$ cat src/rtl/branch_pred_ctrl_if.sv
// branch_pred_ctrl_if: IF predict and EX resolve signals between the pipeline and the branch predictor
interface branch_pred_ctrl_if;
  logic [31:0] if_pc;
  logic        if_is_br;
  logic [31:0] if_imm;
  logic        pred_taken;
  logic [31:0] pred_target;
  logic        ex_valid;
  logic [2:0]  ex_br_type;
  logic        ex_br;
  logic [31:0] ex_pc;
  logic [31:0] ex_target;
  logic        ex_pred_taken;
  logic        stall;
  logic        flush;
  logic [31:0] redirect_pc;
  logic [31:0] br_cnt;
  logic [31:0] mispred_cnt;
  modport master (
    output if_pc, if_is_br, if_imm, ex_valid, ex_br_type, ex_br, ex_pc, ex_target, ex_pred_taken, stall,
    input  pred_taken, pred_target, flush, redirect_pc, br_cnt, mispred_cnt
  );
  modport slave (
    input  if_pc, if_is_br, if_imm, ex_valid, ex_br_type, ex_br, ex_pc, ex_target, ex_pred_taken, stall,
    output pred_taken, pred_target, flush, redirect_pc, br_cnt, mispred_cnt
  );
endinterface

$ cat src/rtl/branch_pred_ctrl.sv
// branch_pred_ctrl: 2-bit saturating counter branch predictor with EX-stage resolve, flush and redirect.
// BR_STATS_EN adds saturating resolved-branch and misprediction counters.
module branch_pred_ctrl #(
  parameter int         IDX_W    = 4,
  parameter logic [1:0] CNT_INIT = 2'b01
) (
  input logic clk,
  input logic rstn,
  branch_pred_ctrl_if.slave bp
);
  localparam int N = 1 << IDX_W;
  logic [N-1:0][1:0] tbl_q;
  logic [IDX_W-1:0]  if_idx, ex_idx;
  logic [1:0]        cur, cnt_d;
  logic              res, mispred, train;
  assign if_idx = bp.if_pc[IDX_W+1:2];
  assign ex_idx = bp.ex_pc[IDX_W+1:2];
  assign cur    = tbl_q[ex_idx];
  always_comb begin
    res            = bp.ex_valid && (bp.ex_br_type != 3'd0) && (bp.ex_br_type != 3'd7);
    mispred        = res && (bp.ex_br != bp.ex_pred_taken);
    train          = res && !bp.stall;
    cnt_d          = bp.ex_br ? ((cur == 2'b11) ? cur : cur + 2'd1) : ((cur == 2'b00) ? cur : cur - 2'd1);
    bp.pred_taken  = rstn && bp.if_is_br && tbl_q[if_idx][1];
    bp.pred_target = bp.if_pc + bp.if_imm;
    bp.flush       = rstn && mispred && !bp.stall;
    bp.redirect_pc = bp.flush ? (bp.ex_br ? bp.ex_target : bp.ex_pc + 32'd4) : 32'd0;
  end
  always_ff @(posedge clk or negedge rstn) begin
    if (!rstn) tbl_q <= {N{CNT_INIT}};
    else if (train) tbl_q[ex_idx] <= cnt_d;
  end
`ifdef BR_STATS_EN
  logic [31:0] br_cnt_q, mispred_cnt_q;
  always_ff @(posedge clk or negedge rstn) begin
    if (!rstn) begin
      br_cnt_q      <= '0;
      mispred_cnt_q <= '0;
    end else if (train) begin
      br_cnt_q      <= (&br_cnt_q) ? br_cnt_q : br_cnt_q + 32'd1;
      mispred_cnt_q <= (mispred && !(&mispred_cnt_q)) ? mispred_cnt_q + 32'd1 : mispred_cnt_q;
    end
  end
  assign bp.br_cnt      = br_cnt_q;
  assign bp.mispred_cnt = mispred_cnt_q;
`else
  assign bp.br_cnt      = 32'd0;
  assign bp.mispred_cnt = 32'd0;
`endif
endmodule

$ cat src/flat_wrapper.sv
// flat-port wrapper written by rule: the top's interface ports become plain ports
module branch_pred_ctrl_flat 
#(
  parameter int         IDX_W    = 4,
  parameter logic [1:0] CNT_INIT = 2'b01
)
  (clk, rstn, bp_if_pc, bp_if_is_br, bp_if_imm, bp_ex_valid, bp_ex_br_type, bp_ex_br, bp_ex_pc, bp_ex_target, bp_ex_pred_taken, bp_stall, bp_pred_taken, bp_pred_target, bp_flush, bp_redirect_pc, bp_br_cnt, bp_mispred_cnt);
  branch_pred_ctrl_if bp_i ();
  input logic clk;
  input logic rstn;
  input wire logic [$bits(bp_i.if_pc)-1:0] bp_if_pc;
  input wire logic [$bits(bp_i.if_is_br)-1:0] bp_if_is_br;
  input wire logic [$bits(bp_i.if_imm)-1:0] bp_if_imm;
  input wire logic [$bits(bp_i.ex_valid)-1:0] bp_ex_valid;
  input wire logic [$bits(bp_i.ex_br_type)-1:0] bp_ex_br_type;
  input wire logic [$bits(bp_i.ex_br)-1:0] bp_ex_br;
  input wire logic [$bits(bp_i.ex_pc)-1:0] bp_ex_pc;
  input wire logic [$bits(bp_i.ex_target)-1:0] bp_ex_target;
  input wire logic [$bits(bp_i.ex_pred_taken)-1:0] bp_ex_pred_taken;
  input wire logic [$bits(bp_i.stall)-1:0] bp_stall;
  output wire logic [$bits(bp_i.pred_taken)-1:0] bp_pred_taken;
  output wire logic [$bits(bp_i.pred_target)-1:0] bp_pred_target;
  output wire logic [$bits(bp_i.flush)-1:0] bp_flush;
  output wire logic [$bits(bp_i.redirect_pc)-1:0] bp_redirect_pc;
  output wire logic [$bits(bp_i.br_cnt)-1:0] bp_br_cnt;
  output wire logic [$bits(bp_i.mispred_cnt)-1:0] bp_mispred_cnt;
  assign bp_i.if_pc = bp_if_pc;
  assign bp_i.if_is_br = bp_if_is_br;
  assign bp_i.if_imm = bp_if_imm;
  assign bp_i.ex_valid = bp_ex_valid;
  assign bp_i.ex_br_type = bp_ex_br_type;
  assign bp_i.ex_br = bp_ex_br;
  assign bp_i.ex_pc = bp_ex_pc;
  assign bp_i.ex_target = bp_ex_target;
  assign bp_i.ex_pred_taken = bp_ex_pred_taken;
  assign bp_i.stall = bp_stall;
  assign bp_pred_taken = bp_i.pred_taken;
  assign bp_pred_target = bp_i.pred_target;
  assign bp_flush = bp_i.flush;
  assign bp_redirect_pc = bp_i.redirect_pc;
  assign bp_br_cnt = bp_i.br_cnt;
  assign bp_mispred_cnt = bp_i.mispred_cnt;
  branch_pred_ctrl #(.IDX_W(IDX_W), .CNT_INIT(CNT_INIT)) u_core (.clk(clk), .rstn(rstn), .bp(bp_i));
endmodule
$ cat config.mk
export PLATFORM = sky130hd
export DESIGN_NAME = branch_pred_ctrl_flat
export DESIGN_NICKNAME = d
export VERILOG_FILES = /design/src/rtl/branch_pred_ctrl_if.sv /design/src/rtl/branch_pred_ctrl.sv /design/src/flat_wrapper.sv
export SDC_FILE = /design/constraint.sdc
export NUM_CORES = 1
export LEC_CHECK = 0
export CAP_MARGIN = 30
export CORE_MARGIN = 2
export CORE_UTILIZATION = 43
export CTS_CLUSTER_SIZE = 30
export DETAILED_ROUTE_END_ITERATION = 12
export MAX_ROUTING_LAYER = met4
export PLACE_DENSITY = 0.9
export REMOVE_ABC_BUFFERS = 1
export SYNTH_ARGS = -nofsm -noshare
export SYNTH_HDL_FRONTEND = slang
export SYNTH_SLANG_ARGS = --single-unit
$ cat constraint.sdc
create_clock -name clk -period 5.37 [get_ports clk]
set_input_delay 0.537 -clock clk [delete_from_list [all_inputs] [get_ports clk]]
set_output_delay 0.537 -clock clk [all_outputs]
set_load 0.005 [all_outputs]
=== After elaboration in Yosys (flattened, before gate mapping) ===
Index checks and enable logic that the tools add are counted.
Widths: inputs -> output; s select.

* Add/subtract/negate cells: 4
* Divide/modulo/power cells: 0
* Reduce and logical (&&, ||, !) cells: 12
* Multiply operators: 0
* Eq/ne operators: 3
* Bitwise logic cells: 0
* $lt $le $gt $ge: 3
* Shift operators: 0
* Multiplexer cells: 12

{| class="wikitable"
|+ Operators by type and width
! cell !! count
|-
| $mux 32 || 2
|-
| $add 32x3->32 const B || 1
|-
| $add 32x32->32 || 1
|-
| $bwmux 32 || 1
|-
| $bmux 2 s4 || 2
|-
| $mux 2 || 6
|-
| $lt 4x5->1 const B || 2
|-
| $logic_and 1x1->1 || 9
|-
| $demux 2 s4 || 1
|-
| $ge 4x1->1 const B || 1
|-
| $ne 3x3->1 const B || 1
|-
| $reduce_bool 3->1 || 1
|-
| $add 2x1->2 const B || 1
|-
| $eq 2x2->1 const B || 1
|-
| $logic_not 2->1 || 1
|-
| $sub 2x1->2 const B || 1
|-
| $logic_not 1->1 || 1
|-
| $ne 1x1->1 || 1
|}

* ROM bits: 0
* Latch bits: 0
* Memories: 0
* RAM bits: 0
* Bits of input ports: 138
* Output and inout port bits: 130
* Flip-flop bits (word level): 32

=== Depth between registers and ports, before layout ===
Gate-level depths: netlist of the first run.

* Depth after elaboration: 7
* Mapped depth: 10

=== Least setup slack after synthesis of the first run ===
Ideal clock, no wire load.

* Kind: input-to-output
* Start: input bp_if_imm[0]
* End: output bp_pred_target[16]
* Stages on the path: 10
* Setup slack: 2.107 ns
* Arrival: 2.726 ns
* Cell sequence: ha_1 > fa_1 > a21o_1 > a221oi_1 > o31ai_1 > and2_1 > o21ai_1 > nand2_1 > a221oi_1 > xnor2_1

* Cells in the longest elaborated chain, start to end: 1

{| class="wikitable"
|+ Ends and longest elaborated chain
! what !! RTL line !! RTL
|-
| start, declared || flat_wrapper.sv:13 || <nowiki>input wire logic [$bits(bp_i.if_imm)-1:0] bp_if_imm;</nowiki>
|-
| $add 32x32->32 || branch_pred_ctrl.sv:25 || <nowiki>bp.pred_target = bp.if_pc + bp.if_imm;</nowiki>
|-
| end, declared || flat_wrapper.sv:22 || <nowiki>output wire logic [$bits(bp_i.pred_target)-1:0] bp_pred_target;</nowiki>
|}

No other way between the ends.

=== Worst setup path after layout of the first run ===
* Start: input bp_if_pc[3]
* End: output bp_pred_target[30]

* Cells in the longest elaborated chain, start to end: 1

{| class="wikitable"
|+ Ends and longest elaborated chain
! what !! RTL line !! RTL
|-
| start, declared || flat_wrapper.sv:11 || <nowiki>input wire logic [$bits(bp_i.if_pc)-1:0] bp_if_pc;</nowiki>
|-
| $add 32x32->32 || branch_pred_ctrl.sv:25 ||
|}

No other way between the ends.

==> reports/qor.yml, run 1 <==
clocking:
  clkTransAtPathRegs_ps: 50
  cts_resized: 0
  cts_hold_buffers: 0
  clk_latency_ps: 280
  clockRootBuffer: "clkbuf_16"
  postCtsSetupBuffers: 0
  clockBufferDepth: 2
  cts_sinks: 32
  cts_made_buffers: 5
  cts_tree: "done"
  htree_levels: 2
synthesis:
  synthTopCellsByArea: "buf_4 (9.9%), ha_1 (9.0%), dfstp_2 (8.7%), dfrtp_1 (8.2%), mux2_2 (7.4%)"
  syn_avg_cell_area_um2: 8.136
  synth_top_area_share_pct: 9.892
  async_flop_share_pct: 100.0
  syn_inst: 597
  synth_top_cell_by_area: "buf_4"
  synth-seq-cells: 32
  ys_seq_area_share_pct: 16.90
  synth_cell_types: 57
  synth-edff-count: 0
  synthFlopType: "dfstp_2"
  synth.yosys.warnings: 0
  syn-cell-area_um2: 4857
global_routing:
  grt_pass1_vias: 4527
  grt_max_degree: 60
  grt_antenna_before_repair: 0
  grt_overflow: 0
  track_usage_pct: 21.92
  grt_pass1_wl_mm: 20.76
floorplanning:
  ios: 268
  die_h_um: 110.3
  initial_core_util_pct: 44.42
  die_area_um2: 12160
  core-area_um2: 10940
  row_count: 38
  die_w_um: 110.3
placement:
  detailed_place_hpwl_mm: 11.12
  dp_cells: 921
  routabilityCongestion: 0.8980
  port_buffers: 203
setup_path:
  cp_common_cell: "clkdlybuf4s50_1"
  critPathMaxStageDelay_ps: 610
  crit_arrival_ps: 4040
  crit_fanout: 5
  crit_path_start_kind: "input pin"
  crit_chain: "clkdlybuf4s50_1 -> ha_1 -> and3_1 -> a221oi_1 -> o31ai_1 -> nor2_1 -> o41ai_1 -> a21oi_1 -> o21ai_1 -> xor2_1 -> clkdlybuf4s50_1"
  crit_type: "in -> out"
  cp-end-kind: "output pin"
  critPathRequiredTime_ps: 4830
  critPathSlowestCell: "o41ai_1"
finish:
  final_core_util_pct: 63.08
  drive_gt1_share_pct: 10.52
  top_register: "u_core.tbl_q"
  largest_reg_flops: 32
  areaGrowthSynthToFinish_pct: 42.01
  fin_nets: 962
  top_regs: "u_core.tbl_q x32"
  stdcell_count: 929
  nFillCells: 931
  diodes: 0
timing:
  whs_ps: 530.0
  fmax_mhz: 218.4
  relSlewSlack_pct: 46.43
  setup_violations: 0
  rsz0062_at_grt: "false"
  clock_skew_ps: 6.191
  finalSetupTns_ps: 0
  finalMaxSlewViolations: 0
  worstMarginPinSlew_ps: 792.3
  period_share_pct: 85.28
  timing_hold_violations_final: 0
  period_minus_slack_ps: 4579
drt:
  routed_via_density: 5.168
  drt-total-wl_mm: 13.66
  avgRoutedWirePerCell_um: 14.70
  drt_iter0_markers: 217
  drt_first_pass_iters: 4
  drc: 0
  postRouteAntennaNets: 0
  vias: 4801
min_path:
  hold_class: "reg -> reg"
pwr:
  p_sw_uw: 374.8
  pwr-share-seq_pct: 25.5
  swShare_pct: 30.52
  vdd_drop_max_mv: 0.3012
  power.internal_uw: 853.2
  power.density_nw_per_um2: 178.0
  comb_power_share_pct: 48.7
  p_leak_uw: 0.002912
  clkPwrFrac_pct: 25.7
run_status:
  status: "finished clean"
job:
  drv_cap: 0
==> power by group through the flow <==
stage / clock network, uW / logic, uW / registers, uW
finish: 316 / 599 / 313
detailed placement: 0 / 595 / 316
global placement: 0 / 585 / 313
global route: 329 / 656 / 318
floorplan: 0 / 296 / 308
CTS: 320 / 598 / 313
==> final timing paths <==
path	slack [ps]	cells past startpoint	to	from
max	790	11	bp_pred_target[30]	bp_if_pc[3]
min	530	1	u_core.tbl_q[7]	u_core.tbl_q[7]
max in group asynchronous	4380	2	u_core.tbl_q[16]	rstn
max reg2reg	3110	4	u_core.tbl_q[13]	u_core.tbl_q[31]
min reg2reg	530	1	u_core.tbl_q[7]	u_core.tbl_q[7]
min in group asynchronous	660	2	u_core.tbl_q[27]	rstn
==> cells by family after synthesis <==
logic type	synth area share (%)
AO/OA/AOI/OAI	15.02
multiplexers	16.10
other	0.07721
AND/OR/NAND/NOR	18.06
XOR/XNOR	9.918
buffers and inverters	14.04
flip-flops	16.90
adder cells (fa/ha/maj)	9.892
==> cells in the final DEF, fill, tap and decap left out, types with 6 or more instances in the layout <==
cell type	count
clkdlybuf4s50_1	202
nor2_1	70
conb_1	64
a21oi_1	50
nand2_1	48
ha_1	35
mux2_2	32
xor2_1	28
xnor2_1	27
o21ai_0	24
inv_1	20
nand3_1	16
dfstp_2	16
dfrtp_1	16
mux4_2	14
a21o_1	11
nor3_1	10
nand4_1	9
and3_1	9
and2_1	9
mux2i_1	8
buf_4	6
==> cells in the mapped netlist (4+ instances only) <==
| cell type | number |
|---|---|
| and4_1 | 5 |
| o31ai_1 | 5 |
| nand4_1 | 9 |
| nor2_1 | 70 |
| mux2i_1 | 8 |
| inv_1 | 20 |
| buf_4 | 64 |
| nor2b_1 | 4 |
| and3_1 | 9 |
| and2_1 | 9 |
| o21ai_0 | 24 |
| nor3_1 | 10 |
| clkbuf_1 | 14 |
| a21o_1 | 11 |
| xor2_1 | 28 |
| a21oi_1 | 50 |
| xnor2_1 | 27 |
| dfrtp_1 | 16 |
| nand2_1 | 48 |
| dfstp_2 | 16 |
| mux2_2 | 32 |
| nand3_1 | 16 |
| ha_1 | 35 |
| buf_1 | 4 |
| mux4_2 | 14 |
==> metal layers <==
| metal | GRT usage, % | vias to the layer above | routed length (um) |
|---|---|---|---|
| met3 | 3.527 | 23 | 1070 |
| met2 | 40.23 | 178 | 7079 |
| met5 | - | - | 0 |
| li1 | - | 2373 | - |
| met1 | 25.05 | 2227 | 5280 |
| met4 | 4.911 | 0 | 225 |
==> per-stage QoR <==
stage | setup WS, ps | instance area, um^2 | power, uW
3_3_place_gp | 867.8 | 6734 | 897.7
6_report | 790.5 | 6898 | 1228
5_1_grt | 533.0 | 6898 | 1304
4_1_cts | 796.1 | 6898 | 1230
2_1_floorplan | 2107 | 4487 | 604.0
3_5_place_dp | 812.0 | 6734 | 911.1
==> cell type report <==
cell class                 instances  area [um^2]  area share, %
sequential                        32        820.8          11.90
multi-input combinational        520         3591          52.06
clock inverter                     2        35.03         0.5079
inverter                          20        75.07          1.088
tap                              140        175.2          2.539
clock buffer                       6        128.9          1.868
timing repair buffer             209         2072          30.04
==> worst max-delay path: cells and delay by family <==
| kind | cells | cell delay [ps] |
|---|---|---|
| AND/OR/NAND/NOR | 2 | 280 |
| XOR/XNOR | 1 | 160 |
| buffers and inverters | 2 | 1060 |
| AO/OA/AOI/OAI | 5 | 1560 |
| adder cells (fa/ha/maj) | 1 | 440 |
Power figures use the tool's default switching activity.
==> inputs of run 2 (changes only) <==
--- a/config.mk
+++ b/config.mk
@@ -5,13 +5,14 @@
 export SDC_FILE = /design/constraint.sdc
 export NUM_CORES = 1
 export LEC_CHECK = 0
+export ABC_AREA = 1
 export CAP_MARGIN = 30
 export CORE_MARGIN = 2
-export CORE_UTILIZATION = 43
+export CORE_UTILIZATION = 45
 export CTS_CLUSTER_SIZE = 30
 export DETAILED_ROUTE_END_ITERATION = 12
 export MAX_ROUTING_LAYER = met4
-export PLACE_DENSITY = 0.9
+export PLACE_DENSITY = 0.89
 export REMOVE_ABC_BUFFERS = 1
 export SYNTH_ARGS = -nofsm -noshare
 export SYNTH_HDL_FRONTEND = slang
==> run 2 against run 1 <==
Compared with the run above:
- sequential power increased by 5%
- flip-flop and latch count unchanged
- cell area increased by 14%
- core utilization is 0.63 points lower
==> reports/qor.yml, run 2 <==
clocking:
  cts_hold_buffers: 0  # unchanged
  cts_tree: "done"  # unchanged
  clockBufferDepth: 2  # unchanged
  postCtsSetupBuffers: 0  # unchanged
  cts_resized: 0  # unchanged
  cts_made_buffers: 5  # unchanged
  htree_levels: 2  # unchanged
  clkTransAtPathRegs_ps: 50  # about the same
  clockRootBuffer: "clkbuf_16"  # unchanged
  clk_latency_ps: 280  # about the same
  cts_sinks: 32  # unchanged
finish:
  multi_input_area_um2: 4125  # was 3591 um^2
  fin_nets: 1377  # was 962
  largest_reg_flops: 32  # unchanged
  drive_gt1_share_pct: 5.482  # was 10.52%
  final_core_util_pct: 62.45  # was 63.08%
  diodes: 0  # unchanged
  areaGrowthSynthToFinish_pct: 36.31  # was 42.01%
  top_regs: "u_core.tbl_q x32"  # unchanged
  final_common_cell: "nand2_1"  # was clkdlybuf4s50_1
  layout_common_cells: "nand2_1 (291), clkdlybuf4s50_1 (203), nor2_1 (142)"  # was clkdlybuf4s50_1 (202), nor2_1 (70), conb_1 (64)
  nFillCells: 1205  # was 931
  top_register: "u_core.tbl_q"  # unchanged
  regArea_um2: 820.8  # unchanged
synthesis:
  synthFlopType: "dfstp_2"  # unchanged
  synth_common_cells: "nand2_1 (291), nor2_1 (142), inv_1 (116)"  # was nor2_1 (70), buf_4 (64), a21oi_1 (50)
  syn_inst: 1005  # was 597
  syn_avg_cell_area_um2: 5.729  # was 8.136 um^2
  synthTopCellsByArea: "nand2_1 (19%), nor2_1 (9.3%), buf_4 (8.5%), ha_1 (7.6%), inv_1 (7.6%)"  # was buf_4 (9.9%), ha_1 (9.0%), dfstp_2 (8.7%), dfrtp_1 (8.2%), mux2_2 (7.4%)
  syn-cell-area_um2: 5758  # was 4857 um^2
  synth.yosys.warnings: 0  # unchanged
  async_flop_share_pct: 100.0  # unchanged
  synth-edff-count: 0  # unchanged
  synth_cell_types: 45  # was 57
  synth_top_area_share_pct: 18.97  # was 9.892%
  yosysMostFrequentCell: "nand2_1"  # was nor2_1
  synth-seq-cells: 32  # unchanged
  ys_seq_area_share_pct: 14.25  # was 16.90%
  synth_top_cell_by_area: "nand2_1"  # was buf_4
drt:
  drt-total-wl_mm: 18.97  # was 13.66 mm
  drt_first_pass_iters: 6  # was 4
  vias: 6966  # was 4801
  drc: 0  # unchanged
  postRouteAntennaNets: 0  # unchanged
  avgRoutedWirePerCell_um: 13.78  # was 14.70 um
  drt_iter0_markers: 436  # was 217
  routed_via_density: 5.063  # was 5.168
pwr:
  power.density_nw_per_um2: 162.3  # was 178.0 nW/um^2
  vdd_drop_max_mv: 0.1824  # was 0.3012 mV
  p_leak_uw: 0.003902  # was 0.002912 uW
  clkPwrFrac_pct: 22.6  # was 25.7%
  p_sw_uw: 475.2  # was 374.8 uW
  comb_power_share_pct: 51.6  # was 48.7%
  swShare_pct: 37.29  # was 30.52%
  pwr-share-seq_pct: 25.8  # was 25.5%
  power.internal_uw: 799.0  # was 853.2 uW
setup_path:
  cp-end-kind: "output pin"  # unchanged
  crit_path_start_kind: "input pin"  # unchanged
  crit_type: "in -> out"  # unchanged
  crit_fanout: 6  # was 5
  critPathRequiredTime_ps: 4830  # about the same
  crit_arrival_ps: 3200  # was 4040 ps
floorplanning:
  die_area_um2: 13720  # was 12160 um^2
  row_count: 41  # was 38
  core-area_um2: 12570  # was 10940 um^2
  initial_core_util_pct: 45.81  # was 44.42%
  die_h_um: 117.1  # was 110.3 um
  die_w_um: 117.1  # was 110.3 um
  ios: 268  # unchanged
global_routing:
  grt_pass1_wl_mm: 29.40  # was 20.76 mm
  grt_pass1_vias: 6353  # was 4527
  track_usage_pct: 27.52  # was 21.92%
  grt_antenna_before_repair: 0  # unchanged
  grt_max_degree: 35  # was 60
  grt_overflow: 0  # unchanged
job:
  drv_cap: 0  # unchanged
timing:
  rsz0062_at_grt: "false"  # unchanged
  period_minus_slack_ps: 3739  # was 4579 ps
  finalMaxSlewViolations: 0  # unchanged
  fin_ws_ps: 1631  # was 790.5 ps
  setup_violations: 0  # unchanged
  worstMarginPinSlew_ps: 752.7  # was 792.3 ps
  period_share_pct: 69.62  # was 85.28%
  finalSetupTns_ps: 0  # unchanged
  timing_hold_violations_final: 0  # unchanged
  fmax_mhz: 267.5  # was 218.4 MHz
  clock_skew_ps: 5.385  # was 6.191 ps
  relSlewSlack_pct: 49.44  # was 46.43%
placement:
  detailed_place_hpwl_mm: 15.62  # was 11.12 mm
  port_buffers: 203  # unchanged
  routabilityCongestion: 0.9993  # was 0.8980
  post-place-ws_ps: 1693  # was 812.0 ps
min_path:
  hold_class: "reg -> reg"  # unchanged
run_status:
  status: "finished clean"  # unchanged
[run 2: cell count changes in the layout (fill, tap and decap cells not counted), sizes merged, moves of 27 or more]
cell,change
o21ai,+27
nand3,+55
nand2,+263
inv,+101
mux2,-32
nor2,+76
[run 2: cell families (layout without fill, tap and decap cells)]
logic type                 after synthesis  after routing  synth area share (%)
and+or+nand+nor                        571            571                 42.33
buffers and inverters                  203            339                 18.21
AOI/OAI and AO/OA                      129            129                 12.17
adders and majority gates               36             36                 7.953
xor gates and xnor gates                33             33                 5.019
DFF                                     32             32                 14.25
other                                    1             64               0.06513
[run 2: final cells by class]
class,instances,share of cell area (%)
Clock inverter,1,0.09565
Multi-Input combinational cell,833,52.56
Clock buffer,7,1.817
Sequential cell,32,10.46
Timing Repair Buffer,209,26.46
Tap cell,172,2.742
Inverter,122,5.866
[run 2: power by group through the flow]
stage               sequential, uW  combinational, uW  clock, uW
floorplan                      320                329          0
global placement               329                637          0
detailed placement             330                648          0
CTS                            328                651        291
global route                   332                726        301
finish                         329                658        287
[run 2: final timing paths]
path,start,end,slack [ps],cells after the start
max,bp_if_pc[3],bp_pred_target[16],1630,9
min,u_core.tbl_q[0],u_core.tbl_q[0],470,2
max reg2reg,u_core.tbl_q[23],u_core.tbl_q[30],3550,12
min reg2reg,u_core.tbl_q[0],u_core.tbl_q[0],470,2
max in group asynchronous,rstn,u_core.tbl_q[28],4360,2
min in group asynchronous,rstn,u_core.tbl_q[11],660,2
[run 2: layer usage]
metal / GRT usage, % / vias to the layer above / share of wire, %
li1: - / 3454 / -
met1: 34.94 / 3113 / 41
met4: 6.118 / 0 / 2.0
met3: 3.450 / 38 / 9.5
met2: 47.01 / 361 / 48
met5: - / - / 0
[run 2: critical path: stages]
cell and delay (ps):
clkdlybuf4s50_1 630, ha_1 320, or2_2 290, and2_1 200, a21oi_1 350, nor2_1 80, nor2_1 130, xnor2_1 140
clkdlybuf4s50_1 520
[run 2: per-stage QoR]
stage          cells  hold WS, ps  instance area, um^2  total power [uW]
4_1_cts         1376        469.8                 7849              1270
5_1_grt         1376        476.9                 7849              1360
3_3_place_gp    1368        453.2                 7699             966.3
2_1_floorplan    987        241.4                 5406             649.1
3_5_place_dp    1368        459.8                 7699             977.8
6_report        1376        467.3                 7849              1274
==> inputs of run 3 (changes only) <==
--- a/config.mk
+++ b/config.mk
@@ -8,11 +8,11 @@
 export ABC_AREA = 1
 export CAP_MARGIN = 30
 export CORE_MARGIN = 2
-export CORE_UTILIZATION = 45
+export CORE_UTILIZATION = 39
 export CTS_CLUSTER_SIZE = 30
 export DETAILED_ROUTE_END_ITERATION = 12
 export MAX_ROUTING_LAYER = met4
-export PLACE_DENSITY = 0.89
+export PLACE_DENSITY = 0.82
 export REMOVE_ABC_BUFFERS = 1
 export SYNTH_ARGS = -nofsm -noshare
 export SYNTH_HDL_FRONTEND = slang
==> constraint.sdc (replaced) <==
create_clock -name clk -period 3.4 [get_ports clk]
set_input_delay 0.34 -clock clk [delete_from_list [all_inputs] [get_ports clk]]
set_output_delay 0.34 -clock clk [all_outputs]
set_load 0.005 [all_outputs]
==> run 3 against run 2 <==
Compared with the run above:
- first-iteration DRC count rose by 11%
- largest power group unchanged
- non-clock buffer count up 11
- critical endpoint unchanged
- die area up 15%
- sequential power increased by 57%
- critical path depth is 3 higher
==> reports/qor.yml, run 3 (synthesis gave the netlist of run 2 again) <==
run_status:
  status: "finished clean"  # unchanged
clocking:
  clkTransAtPathRegs_ps: 50  # about the same
  clk_latency_ps: 280  # about the same
  cts_made_buffers: 5  # unchanged
  cts_sinks: 32  # unchanged
  clockRootBuffer: "clkbuf_16"  # unchanged
  clockBufferDepth: 2  # unchanged
  htree_levels: 2  # unchanged
  cts_tree: "done"  # unchanged
floorplanning:
  row_count: 44  # was 41
  initial_core_util_pct: 39.77  # was 45.81%
  die_h_um: 125.5  # was 117.1 um
  die_area_um2: 15750  # was 13720 um^2
  ios: 268  # unchanged
  core-area_um2: 14480  # was 12570 um^2
  die_w_um: 125.5  # was 117.1 um
finish:
  drive_gt1_share_pct: 6.337  # was 5.482%
  nFillCells: 1447  # was 1205
  areaGrowthSynthToFinish_pct: 38.05  # was 36.31%
  top_regs: "u_core.tbl_q x32"  # unchanged
  top_register: "u_core.tbl_q"  # unchanged
  largest_reg_flops: 32  # unchanged
  final_common_cell: "nand2_1"  # unchanged
  layout_common_cells: "nand2_1 (291), clkdlybuf4s50_1 (203), nor2_1 (142)"  # unchanged
  fin_nets: 1388  # was 1377
  finalInstanceArea_um2: 7949  # was 7849 um^2
placement:
  port_buffers: 203  # unchanged
  placed_area_um2: 7796  # was 7699 um^2
  routabilityCongestion: 1.019  # was 0.9993
  detailed_place_hpwl_mm: 17.29  # was 15.62 mm
drt:
  drt_first_pass_iters: 5  # was 6
  drt-total-wl_mm: 20.61  # was 18.97 mm
  avgRoutedWirePerCell_um: 14.72  # was 13.78 um
  drc: 0  # unchanged
  postRouteAntennaNets: 0  # unchanged
  vias: 7020  # was 6966
  routed_via_density: 5.014  # was 5.063
  drt_iter0_markers: 485  # was 436
setup_path:
  crit_path_start_kind: "input pin"  # unchanged
  critPathMaxStageDelay_ps: 520  # was 630 ps
  critPathRequiredTime_ps: 3060  # was 4830 ps
  crit_arrival_ps: 2880  # was 3200 ps
  critPathBufInv: 3  # was 2
  crit_fanout: 3  # was 6
  critPathSlowestCell: "clkdlybuf4s50_1"  # unchanged
  cp-end-kind: "output pin"  # unchanged
  crit_chain: "clkdlybuf4s50_1 -> ha_1 -> fa_1 -> nand2_1 -> nand2_1 -> and2_1 -> a21oi_1 -> buf_4 -> nor2_1 -> nor2_1 -> xnor2_1 -> clkdlybuf4s50_1"  # was clkdlybuf4s50_1 -> ha_1 -> or2_2 -> and2_1 -> a21oi_1 -> nor2_1 -> nor2_1 -> xnor2_1 -> clkdlybuf4s50_1
  worst_path_dominant_cell_family: "buffers and inverters"  # unchanged
  crit_type: "in -> out"  # unchanged
timing:
  whs_ps: 466.9  # was 467.3 ps
  finalSetupTns_ps: 0  # unchanged
  period_share_pct: 94.79
  fmax_mhz: 310.3
  period_minus_slack_ps: 3223
  clock_skew_ps: 2.197  # was 5.385 ps
  timing_hold_violations_final: 0  # unchanged
  setup_violations: 0  # unchanged
  finalMaxSlewViolations: 0  # unchanged
  rsz0062_at_grt: "false"  # unchanged
global_routing:
  grt_pass1_vias: 6488  # was 6353
  grt_pass1_wl_mm: 32.51  # was 29.40 mm
  grt_antenna_before_repair: 1  # was 0
  grt_max_degree: 40  # was 35
  track_usage_pct: 25.73  # was 27.52%
  grt_overflow: 0  # unchanged
job:
  drv_cap: 0  # unchanged
pwr:
  vdd_drop_max_mv: 0.2656  # was 0.1824 mV
  comb_power_share_pct: 52.6  # was 51.6%
  clkPwrFrac_pct: 21.9  # was 22.6%
  p_sw_uw: 758.7  # was 475.2 uW
  pwr-share-seq_pct: 25.5  # was 25.8%
  swShare_pct: 37.29  # about the same
  power.internal_uw: 1276  # was 799.0 uW
  finalPower_uw: 2035  # was 1274 uW
  p_leak_uw: 0.003959  # was 0.003902 uW
  power.density_nw_per_um2: 256.0  # was 162.3 nW/um^2
min_path:
  hold_class: "reg -> reg"  # unchanged
==> run 3: final timing paths <==
kind | startpoint | to | depth (start not counted) | slack [ps]
worst max-delay path | bp_if_imm[0] | bp_pred_target[16] | 12 | 180
worst min-delay path | u_core.tbl_q[0] | u_core.tbl_q[0] | 2 | 470
worst max register to register | u_core.tbl_q[3] | u_core.tbl_q[29] | 10 | 1770
worst min register to register | u_core.tbl_q[0] | u_core.tbl_q[0] | 2 | 470
max in group asynchronous | rstn | u_core.tbl_q[12] | 2 | 2490
min in group asynchronous | rstn | u_core.tbl_q[3] | 2 | 570
==> run 3: per-stage QoR <==
step	cells	setup slack, ps	util [%]
floorplan	987	1177	-
global placement	1391	154.9	53.85
detailed placement	1391	159.0	53.85
CTS	1399	155.4	54.86
global route	1400	76.87	54.90
finish	1400	177.3	54.90
==> run 3: worst register-to-register path, cell delays in order (launching register included) <==
cell     delay (ps)
dfrtp_1         380
inv_1            80
nand2_1          60
nand3_1          90
nand2_1          60
nand2_1          50
nand2_1         110
o21ai_4         190
nand2_2         260
nand3_1         160
nand2_1          60
==> run 3: power by group through the flow <==
stage / clock, uW / combinational [uW] / sequential [uW]
after floorplan: 0 / 519 / 506
after global placement: 0 / 1050 / 519
after detailed placement: 0 / 1060 / 521
after CTS: 451 / 1060 / 516
after global routing: 470 / 1180 / 526
final: 446 / 1070 / 518
==> run 3: routing by layer <==
layer,global-route usage (%),wire length (um)
met3,3.851,1652
met5,-,0
met4,6.340,490
met2,43.34,9908
met1,32.42,8554
==> run 3: final cells by class <==
class	instances	area, um^2	share of cell area (%)
Antenna cell	1	2.502	0.03148
Clock buffer	8	146.4	1.842
Inverter	122	460.4	5.793
Multi-Input combinational cell	833	4129	51.94
Sequential cell	32	820.8	10.33
Tap cell	184	230.2	2.896
Timing Repair Buffer	220	2160	27.17
==> run 3: repair_timing <==
| action | in CTS | in global routing |
|---|---|---|
| hold buffers | 0 | 0 |
| buffers inserted | 0 | 0 |
| resized for setup | 0 | 1 |
| setup endpoints to repair | 0 | 1 |
